### config.mk
export PLATFORM = sky130hd
export DESIGN_NAME = instr_encoder_loader
export DESIGN_NICKNAME = d
export VERILOG_FILES = /design/src/rtl/instr_encoder_loader.sv
export SDC_FILE = /design/constraint.sdc
export NUM_CORES = 1
export LEC_CHECK = 0
export ABC_CLOCK_PERIOD_IN_PS = 2720
export BUFFER_PORTS_ARGS = -buffer_cell sky130_fd_sc_hd__buf_2
export CORE_MARGIN = 5
export CORE_UTILIZATION = 47
export DETAILED_ROUTE_END_ITERATION = 8
export GPL_ROUTABILITY_DRIVEN = 0
export GPL_TIMING_DRIVEN = 0
export HOLD_SLACK_MARGIN = 0.12
export PLACE_DENSITY = 0.72
export SLEW_MARGIN = 30
export SYNTH_ARGS = -nofsm -noshare
export SYNTH_HDL_FRONTEND = slang
export SYNTH_SLANG_ARGS = --single-unit
### constraint.sdc
create_clock -name clk -period 2.72 [get_ports clk]
set_clock_uncertainty 0.05 [all_clocks]
set_input_delay 0.544 -clock clk [delete_from_list [all_inputs] [get_ports clk]]
set_output_delay 0.544 -clock clk [all_outputs]
set_load 0.03 [all_outputs]
### src/rtl/instr_encoder_loader.sv
// RV32I field-bundle encoder that streams packed instruction words into imem.
// One registered stage: accept and range-check a bundle, then strobe the write or raise an error.
module instr_encoder_loader #(
    parameter int unsigned              ADDR_W    = 32,
    parameter logic [ADDR_W-1:0]        BASE_ADDR = '0,
    parameter int unsigned              DEPTH     = 256
) (
    input  logic              clk,
    input  logic              rst,
    input  logic              start,
    input  logic              in_valid,
    output logic              in_ready,
    input  logic [2:0]        fmt,
    input  logic [6:0]        opcode,
    input  logic [4:0]        rd,
    input  logic [4:0]        rs1,
    input  logic [4:0]        rs2,
    input  logic [2:0]        funct3,
    input  logic [6:0]        funct7,
    input  logic [31:0]       imm,
    output logic              imem_we,
    output logic [ADDR_W-1:0] imem_addr,
    output logic [31:0]       imem_wdata,
    output logic [15:0]       count,
    output logic              full,
    output logic              err_valid,
    output logic [1:0]        err_code
);

    localparam logic [1:0] S_IDLE = 2'd0;
    localparam logic [1:0] S_RUN  = 2'd1;
    localparam logic [1:0] S_FULL = 2'd2;

    localparam logic [2:0] F_R = 3'd0;
    localparam logic [2:0] F_I = 3'd1;
    localparam logic [2:0] F_S = 3'd2;
    localparam logic [2:0] F_B = 3'd3;
    localparam logic [2:0] F_U = 3'd4;
    localparam logic [2:0] F_J = 3'd5;

    localparam logic [1:0] E_NONE  = 2'd0;
    localparam logic [1:0] E_RANGE = 2'd1;
    localparam logic [1:0] E_ALIGN = 2'd2;
    localparam logic [1:0] E_FMT   = 2'd3;

    localparam logic [15:0] DEPTH_W = 16'(DEPTH);

    logic [1:0]        state;
    logic [ADDR_W-1:0] ptr;
    logic              we_q;
    logic              err_q;
    logic [31:0]       enc;
    logic [1:0]        code;
    logic              accept;
    logic [15:0]       count_inc;
    logic signed [31:0] simm;

    assign simm      = imm;
    assign in_ready  = (state == S_RUN) && !start;
    assign accept    = in_valid && in_ready;
    assign count_inc = count + 16'd1;

    // Mask the registered strobes with rst so a write or error already in the
    // stage never appears on the outputs once reset is asserted.
    assign imem_we   = we_q  && !rst;
    assign err_valid = err_q && !rst;

    // NOTE: every combinational output gets a default before the case so no latch is inferred.
    always_comb begin
        enc  = '0;
        code = E_NONE;
        case (fmt)
            F_R: enc = {funct7, rs2, rs1, funct3, rd, opcode};
            F_I: begin
                enc = {imm[11:0], rs1, funct3, rd, opcode};
                if (simm < -32'sd2048 || simm > 32'sd2047) code = E_RANGE;
            end
            F_S: begin
                enc = {imm[11:5], rs2, rs1, funct3, imm[4:0], opcode};
                if (simm < -32'sd2048 || simm > 32'sd2047) code = E_RANGE;
            end
            F_B: begin
                enc = {imm[12], imm[10:5], rs2, rs1, funct3, imm[4:1], imm[11], opcode};
                // Out-of-range wins over an odd offset.
                if (simm < -32'sd4096 || simm > 32'sd4094) code = E_RANGE;
                else if (imm[0])                            code = E_ALIGN;
            end
            F_U: begin
                enc = {imm[31:12], rd, opcode};
                if (imm[11:0] != 12'd0) code = E_ALIGN;
            end
            F_J: begin
                enc = {imm[20], imm[10:1], imm[11], imm[19:12], rd, opcode};
                if (simm < -32'sd1048576 || simm > 32'sd1048574) code = E_RANGE;
                else if (imm[0])                                  code = E_ALIGN;
            end
            default: code = E_FMT;
        endcase
    end

    // NOTE: sequential state uses non-blocking assignments so all registers update from pre-edge values.
    always_ff @(posedge clk) begin
        if (rst) begin
            state      <= S_IDLE;
            ptr        <= BASE_ADDR;
            count      <= '0;
            full       <= 1'b0;
            we_q       <= 1'b0;
            imem_addr  <= BASE_ADDR;
            imem_wdata <= '0;
            err_q      <= 1'b0;
            err_code   <= E_NONE;
        end else begin
            we_q  <= 1'b0;
            err_q <= 1'b0;
            if (start) begin
                state <= S_RUN;
                ptr   <= BASE_ADDR;
                count <= '0;
                full  <= 1'b0;
            end else if (accept) begin
                if (code != E_NONE) begin
                    err_q    <= 1'b1;
                    err_code <= code;
                end else begin
                    we_q       <= 1'b1;
                    imem_addr  <= ptr;
                    imem_wdata <= enc;
                    ptr        <= ptr + ADDR_W'(4);
                    count      <= count_inc;
                    // Stop accepting on the same edge that launches the last write.
                    if (count_inc == DEPTH_W) begin
                        full  <= 1'b1;
                        state <= S_FULL;
                    end
                end
            end
        end
    end

endmodule
# After elaboration in Yosys (flattened, before gate mapping)
# Cells that the tools add are included.
# totals
in_bits,71
register_bits,118
mem_bits_ro,0
word_cells,63
mem_count,0
latch_bits,0
ram_bits,0
# classes
n_lt_le_gt_ge,6
shifts,0
n_reduce_logical,22
n_eq_ne,8
n_div,0
bitwise_logic,3
n_addsub,2
n_mul,0
muxes,13
# ops
cell,n
case mux 32 bit (6 select lines),1
"adder 32 x 3 -> 32 bit, second input constant",1
"greater-than comparator 32 x 12 -> 1 bit, second input constant",1
"greater-than comparator 32 x 13 -> 1 bit, second input constant",1
"greater-than comparator 32 x 21 -> 1 bit, second input constant",1
"< comparator 32 x 12 -> 1 bit, second input constant",1
"< comparator 32 x 13 -> 1 bit, second input constant",1
"< comparator 32 x 21 -> 1 bit, second input constant",1
"adder 16 x 1 -> 16 bit, second input constant",1
"== test 16 x 9 -> 1 bit, second input constant",1
AND reduction 3 bit,4
nonzero test 12 bit,1
case mux 2 bit (5 select lines),1
two-way mux 2 bit,4
two-way mux 1 bit,7
"== test 3 x 2 -> 1 bit, second input constant",2
"== test 3 bit, second input constant",2
nonzero test 2 bit,3
logical AND 1 bit,4
OR reduction 2 bit,2
"== test 3 x 1 -> 1 bit, second input constant",1
logical NOT 3 bit,1
logical OR 1 bit,3
inverter 1 bit,3
other kinds (5),6

# Logic depth before layout (Yosys ltp)
# Gate-level depths: netlist (run 1).
# logic_depth
word_depth,8
mapped_depth,10

# Worst setup path after synthesis (run 1)
# No wires, ideal clock.
# synth_timing
kind,input to register
start,in imm[8]
end,reg count[2]
arrival_ns,2.494
t_required_ns,2.554
cell_stages,8
slack_ns,0.061
path_buffers,1
path_cell_list,or4_1 > nor4_1 > a221oi_1 > a211o_1 > nor4_4 > buf_2 > a21oi_1 > a31o_1
# synth_between
elab_chain_cells,7
elab_cells_between_ends,18
classes_between,6 x order compare; 5 x mux; 1 x bitwise; 6 x reduce/logical
# synth_lines
item,line,source
from (decl),20,"input logic [31:0] imm,"
< comparator 32 x 21 -> 1 bit (tied with other cells),94,if (simm < -32'sd1048576 || simm > 32'sd1048574) code = E_RANGE;
logical OR 1 bit (on tied branches),n/a,
two-way mux 2 bit (tied with other cells),94,
case mux 2 bit (5 select lines) *,72,case (fmt)
nonzero test 2 bit *,122,if (code != E_NONE) begin
inverter 1 bit (no line) *,n/a,
AND reduction 2 bit (no line) *,n/a,
to (signal assigned),130,count <= count_inc;
to (decl),24,"output logic [15:0] count,"
# Every way passes the cells marked *; elsewhere a longest branch is shown, timed or not.
# A chain may end at the register's enable or synchronous reset.

# Worst setup path after layout (run 1)
# layout_timing
start,in rst
end,out imem_we
# layout_between
elab_chain_cells,2
# layout_lines
item,line,source
from (decl),9,"input logic rst,"
logical NOT 1 bit,65,assign imem_we = we_q && !rst;
logical AND 1 bit,65,
to (decl),21,"output logic imem_we,"
# Every way passes these cells.

==> metrics.cfg, run 1 <==
[detailed_routing]
drc=0
drt-total-wl_um=17500
viasPerCell=6.02
num_vias=6127
avgRoutedWirePerCell_um=17.2
drtAntennaViolNets=0
first_iter_violations=552
firstDrtPassIters=5

[clock_network]
cts_buffers=17
clk_pin_slew_ns=0.05
clockBufferDepth=2
clk_latency_ns=0.41
cts_tree=yes
cts.sinks=114
clockRootBuffer=clkbuf_16
htree_num_levels=4

[grt]
use_met2_pct=40.8
antenna_found_initial=0
first_global_vias=5828
grt_pass1_wl_um=28000
grt_max_degree=17
grt.busiest_layer=met2
grt_use_met1_pct=32.5
grt_use_met3_pct=7.81
grt_overflow=0
grt_usage_pct=25.7

[pwr]
p_comb_share_pct=6.5
p_leak_nw=2.72
p_per_area_nw_per_um2=593
total_power_mw=4.23
power_frac_clock_pct=53.7
vdd_ir_drop_max_mv=0.453
switching_share_pct=22.8
p_seq_share_pct=39.8
power.internal_mw=3.26
power.switching_mw=0.963

[sta]
hold_viol=0
fmax_mhz=380
tightest_slew_ns=0.735
fin_setup_tns_ns=0
timing_max_transition_violations_final=0
setup_viol=0
fin_crit_sh_pct=96.8
fin_crit_ns=2.63
slew_headroom_pct=50.3

[worst_setup_path]
path_class=input port to primary output
r2r-end=state[1]$_SDFFE_PP0P_
timing.rr.start=count[3]$_SDFFE_PP0P_
critPathLaunchType=input port
setup.worst_path.end_class=primary output
arrival_ns=2.04
crit_end=imem_we
worstPathMaxFanout=10
crit_path_start=rst
r2r_cells=7
crit_required_ns=2.13
rrSetupSlack_ns=0.17

[finish]
area_growth_pct=32.6
regArea_um2=2280
multiInputGateArea_um2=2970
fill_cells=1032
final_area_um2=7120
num_antenna_cells=0
nets=934
final_layout_size_suffix_gt1_share_pct=27.2
instances_no_fill=1017

[logic_synthesis]
yosys_register_bits=114
syn_area_um2=5370
async_flop_share_pct=0
synthFlopType=dfxtp_1
yosysSeqAreaShare_pct=42.5
synth-edff-count=0
synth_warnings=0
netlist_instances=683
synth.avg_cell_area_um2=7.86
synth_cell_types=53

[place]
place_area_um2=6310
placed_cells=979
dp.final_hpwl_um=12800
port_buffers=152

[floorplanning]
die_y_um=117
coreArea_um2=11300
rows=39
design.die.area_um2=13700
io_pins=157
initial_core_util_pct=47.4
die-width_um=117

[run]
maxCapViolCount=0

[worst_hold_path]
min_path_type=input port to register

[run_status]
outcome=finished, final reports clean

-- power groups by stage --
stage / logic, mW / registers [mW] / clock network [mW]
6_report: 0.276 / 1.68 / 2.27
5_1_grt: 0.297 / 1.68 / 2.37
4_1_cts: 0.260 / 1.68 / 2.29
3_5_place_dp: 0.255 / 1.72 / 0
3_3_place_gp: 0.249 / 1.72 / 0
2_1_floorplan: 0.126 / 1.73 / 0
-- worst max-delay path, cell delays in order --
cell	delay (ns)
buf_2	0.14
clkbuf_1	0.38
clkbuf_1	0.62
nor2b_1	0.13
buf_2	0.22
-- layout by cell type (no fill, tap or decap), types with 5 or more instances in the layout --
cell / synthesis / final
buf_2: 13 / 159
dfxtp_1: 114 / 114
nand2_1: 107 / 107
a21oi_1: 76 / 76
nor2_1: 51 / 50
or3_1: 34 / 34
nor3_1: 31 / 28
o21ai_0: 28 / 28
clkbuf_1: 31 / 25
nand3_1: 26 / 25
nand4_1: 22 / 22
clkbuf_16: 0 / 17
a221oi_1: 19 / 15
a22oi_1: 12 / 12
or4_1: 12 / 11
nor4_1: 13 / 9
buf_4: 2 / 9
inv_1: 7 / 7
o22ai_1: 7 / 7
mux2i_1: 7 / 7
and3_1: 6 / 6
clkbuf_4: 0 / 6
clkbuf_8: 0 / 6
o31ai_1: 5 / 5
clkbuf_2: 0 / 5
-- cells in the mapped netlist (all sizes together) (2+ instances only) --
master,instances,area (um^2)
a211oi,3,27.5
or3,34,213
buf,18,91.3
nand2,107,402
or2,3,18.8
a221oi,19,166
o41ai,4,35.0
or4b,3,30.0
o211ai,4,30.0
a22oi,12,90.1
nor4,14,103
o21ai,28,140
a21oi,76,380
inv,7,26.3
nor3,31,155
and4,2,17.5
o22ai,7,43.8
nand4b,2,17.5
nand3,26,130
nor2b,2,12.5
xnor2,2,17.5
a22o,4,35.0
o31ai,5,37.5
nor4b,2,17.5
and2,4,25.0
and3,6,37.5
dfxtp,114,2280
o311ai,4,35.0
a31oi,3,18.8
nand4,23,150
nor2,51,191
mux2i,7,70.1
or4,12,90.1
clkbuf,31,116
ha,2,25.0
-- what timing repair did --
item / 4_1_cts / 5_1_grt
endpoints found under the setup margin: 80 / 110
endpoints found under the hold margin: 0 / 0
setup buffers: 3 / 4
pin swaps: 2 / 1
resized for setup: 2 / 46
hold buffers: 0 / 0
-- worst min path at each step --
stage                                     startpoint                         end  cells after the start
after floorplan                 ptr[31]$_SDFFE_PP0P_  imem_addr[31]$_SDFFE_PP0P_                      2
after global placement    imem_wdata[2]$_SDFFE_PP0P_  imem_wdata[2]$_SDFFE_PP0P_                      2
after detailed placement  imem_addr[13]$_SDFFE_PP0P_  imem_addr[13]$_SDFFE_PP0P_                      2
after CTS                                  opcode[5]  imem_wdata[5]$_SDFFE_PP0P_                      3
after global routing                       opcode[3]  imem_wdata[3]$_SDFFE_PP0P_                      3
final                                      opcode[5]  imem_wdata[5]$_SDFFE_PP0P_                      3
-- logic make-up after synthesis --
logic type	share of synthesized area (%)
AOI/OAI and AO/OA	20.5
DFF	42.5
adders and majority gates	0.466
buffers and inverters	4.36
other	0.0698
muxes	1.51
and+or+nand+nor	30.3
xor gates and xnor gates	0.326
-- sequential cells by signal, indices dropped and copies added, names as in the netlist --
| name | count |
|---|---|
| imem_wdata | 32 |
| imem_addr | 30 |
| ptr | 30 |
| count | 16 |
| err_code | 2 |
| state | 2 |
| err_q | 1 |
| we_q | 1 |
-- layout make-up --
class	count	share of cell area, %
tap	143	2.51
clock buffer	24	7.19
buffer	48	3.43
clock inverter	8	1.39
inverter	7	0.369
timing repair buffer	159	11.4
multi-input combinational	514	41.7
sequential	114	32.0
-- through the flow --
stage          util, %  hold slack (ns)  worst slack, ns
6_report          62.9            0.343           0.0884
2_1_floorplan        -            0.391           0.0608
3_3_place_gp      55.8            0.387           -0.581
5_1_grt           62.9            0.343         -0.00700
3_5_place_dp      55.8            0.395           -0.596
4_1_cts           61.5            0.334           0.0282
-- routing by layer --
layer	wire, um	vias up	part of all wire (%)
li1	-	2891	-
met1	7130	2847	41
met2	7980	340	46
met3	1860	49	11
met4	526	0	3.0
met5	0	-	0
No activity file was read; power rests on OpenSTA's default activity.
==> run 2: changes to the inputs <==
--- a/config.mk
+++ b/config.mk
@@ -7,7 +7,6 @@
 export LEC_CHECK = 0
 export ABC_CLOCK_PERIOD_IN_PS = 2720
 export BUFFER_PORTS_ARGS = -buffer_cell sky130_fd_sc_hd__buf_2
-export CORE_MARGIN = 5
 export CORE_UTILIZATION = 47
 export DETAILED_ROUTE_END_ITERATION = 8
 export GPL_ROUTABILITY_DRIVEN = 0
==> run 2 against run 1 <==
  * Core utilization is 2.4 points higher
  * Flip-flop and latch count unchanged
  * Wire length up 0.58%
  * Final area increased by 0.77%
  * Worst hold slack worse by 0.0059 ns
  * Sequential share of layout area decreased by 0.23 points
  * Combinational power increased by 3%
  * Register-to-register slack barely moved
  * Largest cell class unchanged
  * Largest power group unchanged
==> metrics.cfg, run 2 (synthesis results as in run 1) <==
[clock_network]
clk_latency_ns=0.41  ; about the same
cts_tree=yes  ; unchanged
cts_buffers=17  ; unchanged
clockRootBuffer=clkbuf_16  ; unchanged
clk_pin_slew_ns=0.05  ; about the same
cts_hold_buffers=0  ; unchanged
cts.sinks=114  ; unchanged
htree_num_levels=4  ; unchanged
clockBufferDepth=2  ; unchanged

[finish]
num_antenna_cells=0  ; unchanged
final_area_um2=7180  ; was 7120 um^2
area_growth_pct=33.6  ; was 32.6%
nets=935  ; was 934
finalCoreUtilization_pct=65.3  ; was 62.9%
final_cell_mix=159 x buf_2, 113 x dfxtp_1, 107 x nand2_1  ; was 159 x buf_2, 114 x dfxtp_1, 107 x nand2_1
regMostFlops=imem_wdata  ; unchanged
final_common_cell=buf_2  ; unchanged
largest_reg_flops=32  ; unchanged
reg.largest.list=imem_wdata: 32 flops, imem_addr: 30 flops, ptr: 30 flops  ; unchanged
final_layout_size_suffix_gt1_share_pct=28.4  ; was 27.2%

[worst_setup_path]
arrival_ns=2.88  ; was 2.04 ns
crit_required_ns=2.94  ; was 2.13 ns
rrSetupSlack_ns=0.18  ; was 0.17 ns
path_class=input port to register  ; was input port to primary output
r2r-end=state[1]$_SDFFE_PP0P_  ; unchanged
setup.worst_path.end_class=register  ; was primary output
worstPathMaxFanout=10  ; unchanged
timing.rr.start=count[0]$_SDFFE_PP0P_  ; was count[3]$_SDFFE_PP0P_
critPathLaunchType=input port  ; unchanged
r2r_cells=8  ; was 7

[grt]
antenna_found_initial=0  ; unchanged
grt_max_degree=17  ; unchanged
first_global_vias=5742  ; was 5828
grt_pass1_wl_um=27600  ; was 28000 um
grt_usage_pct=29.9  ; was 25.7%
grt_overflow=0  ; unchanged

[place]
dp_slack_ns=-0.631  ; was -0.596 ns
port_buffers=152  ; unchanged
dp.final_hpwl_um=12400  ; was 12800 um
place_area_um2=6310  ; about the same

[sta]
hold_viol=0  ; unchanged
fin_crit_ns=2.66  ; was 2.63 ns
rsz0062_at_grt=true
fin_crit_sh_pct=97.9  ; was 96.8%
setup_ws_ns=0.0564  ; was 0.0884 ns
slew_headroom_pct=54.6  ; was 50.3%
fmax_mhz=375  ; was 380 MHz
timing_max_transition_violations_final=0  ; unchanged
setup_viol=0  ; unchanged
tightest_slew_ns=0.672  ; was 0.735 ns

[floorplanning]
initial_core_util_pct=48.9  ; was 47.4%
design.die.area_um2=11900  ; was 13700 um^2
coreArea_um2=11000  ; was 11300 um^2
rows=38  ; was 39
die-width_um=109  ; was 117 um
die_y_um=109  ; was 117 um
io_pins=157  ; unchanged

[run_status]
outcome=finished, final reports clean  ; unchanged

[run]
maxCapViolCount=0  ; unchanged

[detailed_routing]
drtAntennaViolNets=0  ; unchanged
viasPerCell=6.09  ; was 6.02
firstDrtPassIters=7  ; was 5
avgRoutedWirePerCell_um=17.4  ; was 17.2 um
drc=0  ; unchanged
first_iter_violations=512  ; was 552
num_vias=6169  ; was 6127
drt-total-wl_um=17600  ; was 17500 um

[pwr]
power.internal_mw=3.20  ; was 3.26 mW
p_seq_share_pct=40.4  ; was 39.8%
p_per_area_nw_per_um2=581  ; was 593 nW/um^2
power.switching_mw=0.966  ; was 0.963 mW
p_leak_nw=2.74  ; was 2.72 nW
switching_share_pct=23.2  ; was 22.8%
total_power_mw=4.17  ; was 4.23 mW
power_frac_clock_pct=52.8  ; was 53.7%
p_comb_share_pct=6.8  ; was 6.5%
vdd_ir_drop_max_mv=0.405  ; was 0.453 mV

[worst_hold_path]
whs_path_depth=3  ; unchanged
holdPathEnd=imem_wdata[5]$_SDFFE_PP0P_  ; unchanged
min_path_type=input port to register  ; unchanged
min_from=opcode[5]  ; unchanged

run 2: worst max-delay path: stages:
cell and delay, ns:
buf_2 0.12, or4_1 0.59, nor4_4 0.19, a221oi_2 0.12
a211oi_2 0.17, buf_4 0.18, nand4_4 0.19, buf_6 0.22
clkbuf_4 0.21, o21ai_0 0.23, a21oi_1 0.10
run 2: how the worst max path moves through the flow:
stage | depth (start not counted) | slack [ns] | from | end
after floorplan | 8 | 0.06 | imm[8] | count[2]$_SDFFE_PP0P_
final | 11 | 0.06 | imm[8] | count[4]$_SDFFE_PP0P_
after detailed placement | 9 | -0.63 | imm[8] | imem_addr[27]$_SDFFE_PP0P_
after global routing | 10 | -0.04 | fmt[2] | ptr[19]$_SDFFE_PP0P_
after global placement | 9 | -0.62 | imm[8] | count[2]$_SDFFE_PP0P_
after CTS | 10 | 0.009 | imm[8] | imem_addr[6]$_SDFFE_PP0P_
run 2: final cells by class:
class                   count  area, um^2
plain buffers              47         235
repair buffers            161         828
fillers                   941        3810
clock inverters             9         106
multi-input cells         514        3040
well taps                 140         175
clock buffers              21         480
flip-flops and latches    114        2280
inverters                   7        26.3
run 2: routing by layer:
| metal | share of wire, % | wire [um] | global-route usage [%] | up-vias |
|---|---|---|---|---|
| li1 | - | - | - | 2892 |
| met1 | 41 | 7180 | 36.8 | 2889 |
| met2 | 48 | 8410 | 48.5 | 339 |
| met3 | 8.5 | 1490 | 8.43 | 49 |
| met4 | 3.0 | 527 | 12.9 | 0 |
| met5 | 0 | 0 | 0 | - |
run 2: repair_timing:
action,in CTS,in global routing
buffers inserted,6,3
resized for setup,9,50
setup endpoints to repair,94,112
pin swaps,3,3
run 2: through the flow:
stage | instances | setup TNS (ns) | hold slack, ns
6_report | 1013 | 0 | 0.337
5_1_grt | 1013 | -0.174 | 0.344
4_1_cts | 1012 | 0 | 0.333
3_5_place_dp | 976 | -56.36 | 0.394
3_3_place_gp | 976 | -51.52 | 0.388
2_1_floorplan | 684 | 0 | 0.391
run 2: power by group through the flow:
stage          Sequential (mW)  Clock, mW  Combinational, mW
3_5_place_dp              1.72          0              0.256
5_1_grt                   1.68       2.30              0.305
4_1_cts                   1.68       2.21              0.261
6_report                  1.68       2.20              0.285
3_3_place_gp              1.72          0              0.249
2_1_floorplan             1.73          0              0.126
